[src/rtl/brc_nibble_seq.sv]
// brc_nibble_seq: sequential branch comparator for the BRC stage.
// Streams the operands one nibble per cycle (LSB first) through a single
// 4-bit carry-lookahead slice computing rs1 + ~rs2 + 1. The inter-nibble carry
// and a running zero flag are held in registers. The branch flags come only
// from the adder path.
//
// Ports:
//   i_clk        clock, rising edge
//   i_reset      synchronous active-low reset
//   i_start      request a compare; accepted in IDLE or DONE only
//   i_rs1_data   operand A, latched on accepted start
//   i_rs2_data   operand B, latched on accepted start
//   i_br_un      1 = unsigned compare, 0 = signed; latched on accepted start
//   o_busy       high while nibbles are being processed
//   o_valid      one-cycle pulse when o_br_less/o_br_equal are fresh
//   o_br_less    A < B under the latched signedness, held until next result
//   o_br_equal   A == B, held until next result
module brc_nibble_seq #(
    parameter int unsigned WIDTH = 32
) (
    input  logic             i_clk,
    input  logic             i_reset,
    input  logic             i_start,
    input  logic [WIDTH-1:0] i_rs1_data,
    input  logic [WIDTH-1:0] i_rs2_data,
    input  logic             i_br_un,
    output logic             o_busy,
    output logic             o_valid,
    output logic             o_br_less,
    output logic             o_br_equal
);

    localparam int unsigned NIB  = WIDTH / 4;
    localparam int unsigned CNTW = (NIB > 1) ? $clog2(NIB) : 1;
    localparam int unsigned IDXW = CNTW + 2;
    localparam logic [CNTW-1:0] LAST = CNTW'(NIB - 1);

    localparam logic [1:0] IDLE = 2'd0;
    localparam logic [1:0] RUN  = 2'd1;
    localparam logic [1:0] DONE = 2'd2;

    logic [1:0]       state_q, state_d;
    logic [CNTW-1:0]  cnt_q, cnt_d;
    logic             carry_q, carry_d;
    logic             zero_q, zero_d;
    logic [WIDTH-1:0] a_q, a_d;
    logic [WIDTH-1:0] b_q, b_d;
    logic             un_q, un_d;
    logic             busy_d, valid_d, less_d, equal_d;

    // Adder slice signals
    logic [IDXW-1:0]  base;
    logic [3:0]       add_a, add_b, add_s, gen, prop;
    logic [3:0]       c;
    logic             add_co;

    // Operand nibble selection: A and ~B at the current nibble position
    always_comb begin
        base  = {cnt_q, 2'b00};
        add_a = a_q[base +: 4];
        add_b = ~b_q[base +: 4];
    end

    // 4-bit carry-lookahead slice: S/Co = A + B + Cin
    always_comb begin
        gen    = add_a & add_b;
        prop   = add_a ^ add_b;
        c[0]   = carry_q;
        c[1]   = gen[0] | (prop[0] & carry_q);
        c[2]   = gen[1] | (prop[1] & gen[0]) | (prop[1] & prop[0] & carry_q);
        c[3]   = gen[2] | (prop[2] & gen[1]) | (prop[2] & prop[1] & gen[0])
               | (prop[2] & prop[1] & prop[0] & carry_q);
        add_co = gen[3] | (prop[3] & gen[2]) | (prop[3] & prop[2] & gen[1])
               | (prop[3] & prop[2] & prop[1] & gen[0])
               | (prop[3] & prop[2] & prop[1] & prop[0] & carry_q);
        add_s  = prop ^ c;
    end

    // Next-state and datapath update
    always_comb begin
        state_d = state_q;
        cnt_d   = cnt_q;
        carry_d = carry_q;
        zero_d  = zero_q;
        a_d     = a_q;
        b_d     = b_q;
        un_d    = un_q;
        busy_d  = 1'b0;
        valid_d = 1'b0;
        less_d  = o_br_less;
        equal_d = o_br_equal;

        case (state_q)
            IDLE, DONE: begin
                if (i_start) begin
                    state_d = RUN;
                    a_d     = i_rs1_data;
                    b_d     = i_rs2_data;
                    un_d    = i_br_un;
                    cnt_d   = '0;
                    carry_d = 1'b1;
                    zero_d  = 1'b1;
                    busy_d  = 1'b1;
                end else begin
                    state_d = IDLE;
                end
            end
            RUN: begin
                carry_d = add_co;
                zero_d  = zero_q & (add_s == 4'd0);
                if (cnt_q == LAST) begin
                    state_d = DONE;
                    cnt_d   = '0;
                    valid_d = 1'b1;
                    equal_d = zero_d;
                    // Differing signs decide a signed compare without the subtract
                    if (!un_q && (a_q[WIDTH-1] != b_q[WIDTH-1])) begin
                        less_d = a_q[WIDTH-1];
                    end else begin
                        less_d = ~add_co;
                    end
                end else begin
                    cnt_d  = cnt_q + CNTW'(1);
                    busy_d = 1'b1;
                end
            end
            default: begin
                state_d = IDLE;
            end
        endcase
    end

    // State and output registers
    always_ff @(posedge i_clk) begin
        if (!i_reset) begin
            state_q    <= IDLE;
            cnt_q      <= '0;
            carry_q    <= 1'b0;
            zero_q     <= 1'b0;
            a_q        <= '0;
            b_q        <= '0;
            un_q       <= 1'b0;
            o_busy     <= 1'b0;
            o_valid    <= 1'b0;
            o_br_less  <= 1'b0;
            o_br_equal <= 1'b0;
        end else begin
            state_q    <= state_d;
            cnt_q      <= cnt_d;
            carry_q    <= carry_d;
            zero_q     <= zero_d;
            a_q        <= a_d;
            b_q        <= b_d;
            un_q       <= un_d;
            o_busy     <= busy_d;
            o_valid    <= valid_d;
            o_br_less  <= less_d;
            o_br_equal <= equal_d;
        end
    end

endmodule

[config.mk]
export PLATFORM = sky130hd
export DESIGN_NAME = brc_nibble_seq
export DESIGN_NICKNAME = d
export VERILOG_FILES = /design/src/rtl/brc_nibble_seq.sv
export SDC_FILE = /design/constraint.sdc
export NUM_CORES = 1
export LEC_CHECK = 0
export BUFFER_PORTS_ARGS = -buffer_cell sky130_fd_sc_hd__buf_2
export CAP_MARGIN = 0
export CORE_MARGIN = 3
export CORE_UTILIZATION = 49
export DETAILED_ROUTE_END_ITERATION = 12
export GPL_ROUTABILITY_DRIVEN = 1
export GPL_TIMING_DRIVEN = 0
export MAX_ROUTING_LAYER = met4
export PLACE_DENSITY_LB_ADDON = 0.05
export SETUP_SLACK_MARGIN = 0.1
export SYNTH_ARGS = -nofsm -noshare
export SYNTH_HDL_FRONTEND = slang
export SYNTH_SLANG_ARGS = --single-unit
[constraint.sdc]
create_clock -name i_clk -period 2.78 [get_ports i_clk]
set_input_delay 0.139 -clock i_clk [delete_from_list [all_inputs] [get_ports i_clk]]
set_output_delay 0.139 -clock i_clk [all_outputs]
set_load 0.005 [all_outputs]
==> flow_summary.toml <==
[sta]
whs_ns = 0.0274
setup_ws_ns = 0.0949
slew_violations = 0
rsz0062_at_grt = "true"
finalCritPeriodShare_pct = 96.6
fin_worst_skew_ns = 0.00706
finalCriticalPeriod_ns = 2.69
max-slew-margin-rel_pct = 49.2
setup_viol = 0
hold_viol_final = 0
worstMarginPinSlew_ns = 0.761
fmaxAchievable_mhz = 372

[cts]
clockBufferDepth = 2
cts_made_buffers = 9
cts.sinks = 76
h-tree-depth = 3
clock-root-buffer = "clkbuf_8"
cts.clk_slew.worst_paths_ns = 0.08
clk_latency_ns = 0.35
cts_tree = "built"

[cells_and_area]
drive_above_1_share_pct = 27.8
fin_nets = 542
utilization_pct = 63.4
antennaDiodeCount = 0
area_delta_synth_final_pct = 24.0

[yosys]
ys_ff_latch = 76
syn-cell-area_sq_um = 3510
ys_types = 38
ys_warn_count = 0
ys_seq_area_share_pct = 43.4
syn_inst = 377
syn-num-nets = 452
avgSynthCellArea_sq_um = 9.31

[detailed_routing]
drt_iter0_drc = 130
drtPass1Iterations = 4
wl_um = 8170
wl_per_cell_um = 14.4
route.detailed.drc = 0
viasPerCell = 5.07
vias = 2872
ant_nets = 0

[run]
cap_viol_max_count = 0

[die]
rows = 30
die_h_um = 90.6
fp.coreArea_sq_um = 6870
die-area_sq_um = 8210
initial_core_util_pct = 51.1
die_w_um = 90.6
io_pins = 72

[power_and_ir_drop]
power_frac_clock_pct = 39.4
power_leakage_nw = 1.78
p_int_mw = 1.96
comb_power_share_pct = 14.7
switching_share_pct = 24.3
netSwitchingPower_mw = 0.630
peakVddDrop_uv = 289
power_frac_seq_pct = 45.9
powerDensity_nw_per_um2 = 595

[worst_setup_path]
arrival_ns = 2.95
startpoint_type = "flip-flop"
rrSetupSlack_ns = 0.09
required_ns = 3.05
worst_setup_path_end_kind = "flip-flop"
reg2regPathDepth = 9
critPathKind = "flip-flop to flip-flop"
cp_max_fo = 6
worstReg2RegEnd = "o_br_less"
worst_r2r_startpoint = "cnt_q[0]"

[worst_hold_path]
hold_depth = 3
min_to = "b_q[28]"
hp-start = "i_rs2_data[28]"
worst_hold_path_type = "input port to flip-flop"

[global_routing]
grt_pass1_wl_um = 13600
antenna_found_initial = 0
grt_overflow_total = 0
grt_use_total_pct = 21.5
grt_start_max_net_pins = 13
grt_pass1_vias = 2871

[placement]
hpwlAfterDp_um = 5840
place_ws_ns = -0.144
port_buffers = 71
gp_routability_congestion = 0.833

[status]
status = "complete, no violations"
power by group through the flow:
stage	combinational, mW	clock, mW	sequential (mW)
6_report	0.381	1.02	1.19
5_1_grt	0.424	1.08	1.20
2_1_floorplan	0.234	0	1.20
4_1_cts	0.364	1.03	1.19
3_3_place_gp	0.338	0	1.21
3_5_place_dp	0.347	0	1.21
how the worst max path moves through the flow:
stage | from | end | slack (ns) | depth (start not counted)
finish | cnt_q[0] | o_br_less | 0.09 | 9
global route | cnt_q[0] | o_br_less | 0.002 | 9
CTS | cnt_q[0] | o_br_less | 0.05 | 8
detailed placement | cnt_q[1] | o_br_less | -0.14 | 9
global placement | cnt_q[1] | o_br_less | -0.1 | 9
floorplan | cnt_q[0] | o_br_less | 0.16 | 8
cell usage after synthesis:
cell,n,area [sq um]
and2b_1,1,7.51
ha_1,6,75.1
fa_1,1,20.0
a211o_1,1,8.76
a211oi_2,1,12.5
nand2b_1,2,12.5
and2_1,3,18.8
or2_1,1,6.26
a22oi_1,2,15.0
or2_2,1,6.26
buf_6,1,11.3
o211ai_1,1,7.51
mux4_1,9,236
a21boi_0,54,405
dfxtp_1,76,1520
inv_1,1,3.75
mux2i_1,4,40.0
nor2_1,4,15.0
nand3_1,2,10.0
mux2_2,4,45.0
and3_1,2,12.5
buf_2,11,55.1
and4_4,1,11.3
a21oi_1,3,15.0
mux4_2,7,158
nor3_1,1,5.00
nor2b_1,4,25.0
a21boi_1,11,82.6
nand2_1,135,507
a221oi_1,1,8.76
clkbuf_1,14,52.6
xor2_1,1,8.76
buf_12,1,20.0
nor3b_1,2,15.0
o21ai_0,5,25.0
a21o_1,1,7.51
o311a_1,1,10.0
o221a_2,1,11.3
routing by layer:
layer / wire (um) / up-vias / track usage, % / part of all wire [%]
li1: - / 1470 / - / -
met1: 3930 / 1323 / 29.4 / 48
met2: 3700 / 68 / 32.4 / 45
met3: 446 / 11 / 3.58 / 5.5
met4: 93 / 0 / 7.27 / 1.1
met5: 0 / - / - / 0
per-stage QoR:
step	setup TNS, ns	instances	instance area, sq um	total power [mW]
2_1_floorplan	0	377	3510	1.43
3_3_place_gp	-0.0974	544	3980	1.55
3_5_place_dp	-0.144	544	3980	1.56
5_1_grt	0	567	4350	2.70
6_report	0	567	4350	2.59
4_1_cts	0	565	4290	2.59
repair_timing:
action,in CTS,in global routing
endpoints found under the setup margin,4,3
gates cloned,1,0
resized for setup,8,14
pin swaps,3,3
hold buffers,0,0
buffers inserted,5,2
critical path, cell delays in order, from the launching register on:
cell      delay, ns
dfxtp_4        0.38
buf_8          0.13
buf_12         0.13
mux4_2         0.56
mux2i_4        0.17
ha_1           0.25
a211o_1        0.33
and4_4         0.16
o311a_1        0.33
a211oi_2       0.14
cell usage in the layout, fill, tap and decap left out, types with 3 or more instances in the layout:
cell         n
a21boi_0    54
a21boi_1    11
a21oi_1      3
and2_1       3
buf_2       80
buf_4        8
bufinv_16    3
clkbuf_1    15
clkbuf_8    10
dfxtp_1     75
ha_1         4
mux2_2       3
mux4_1       6
mux4_2      10
nand2_1    135
nor2_1       4
nor2b_1      4
o21ai_0      3
cell families after synthesis:
kind of cell             Yosys count  synth area share (%)
adder cells (fa/ha/maj)            7                  2.71
multiplexers                      24                  13.7
flip-flops                        76                  43.4
AO/OA/AOI/OAI                     82                  17.4
buffers and inverters             28                  4.07
XOR/XNOR                           1                 0.250
AND/OR/NAND/NOR                  159                  18.6
registers in the layout (all words and copies together), names as in the netlist:
name	cells
a_q	32
o_br_equal	1
carry_q	1
un_q	1
o_br_less	1
state_q	2
zero_q	1
o_valid	1
cnt_q	3
b_q	32
o_busy	1
area by class of cell:
type	instances	area, sq um
fillers	624	2520
multi-input cells	273	1900
clock buffers	11	141
plain buffers	27	151
flip-flops and latches	76	1530
inverters	1	3.75
well taps	96	120
repair buffers	79	415
clock inverters	4	97.6
Power figures use the tool's default switching activity.
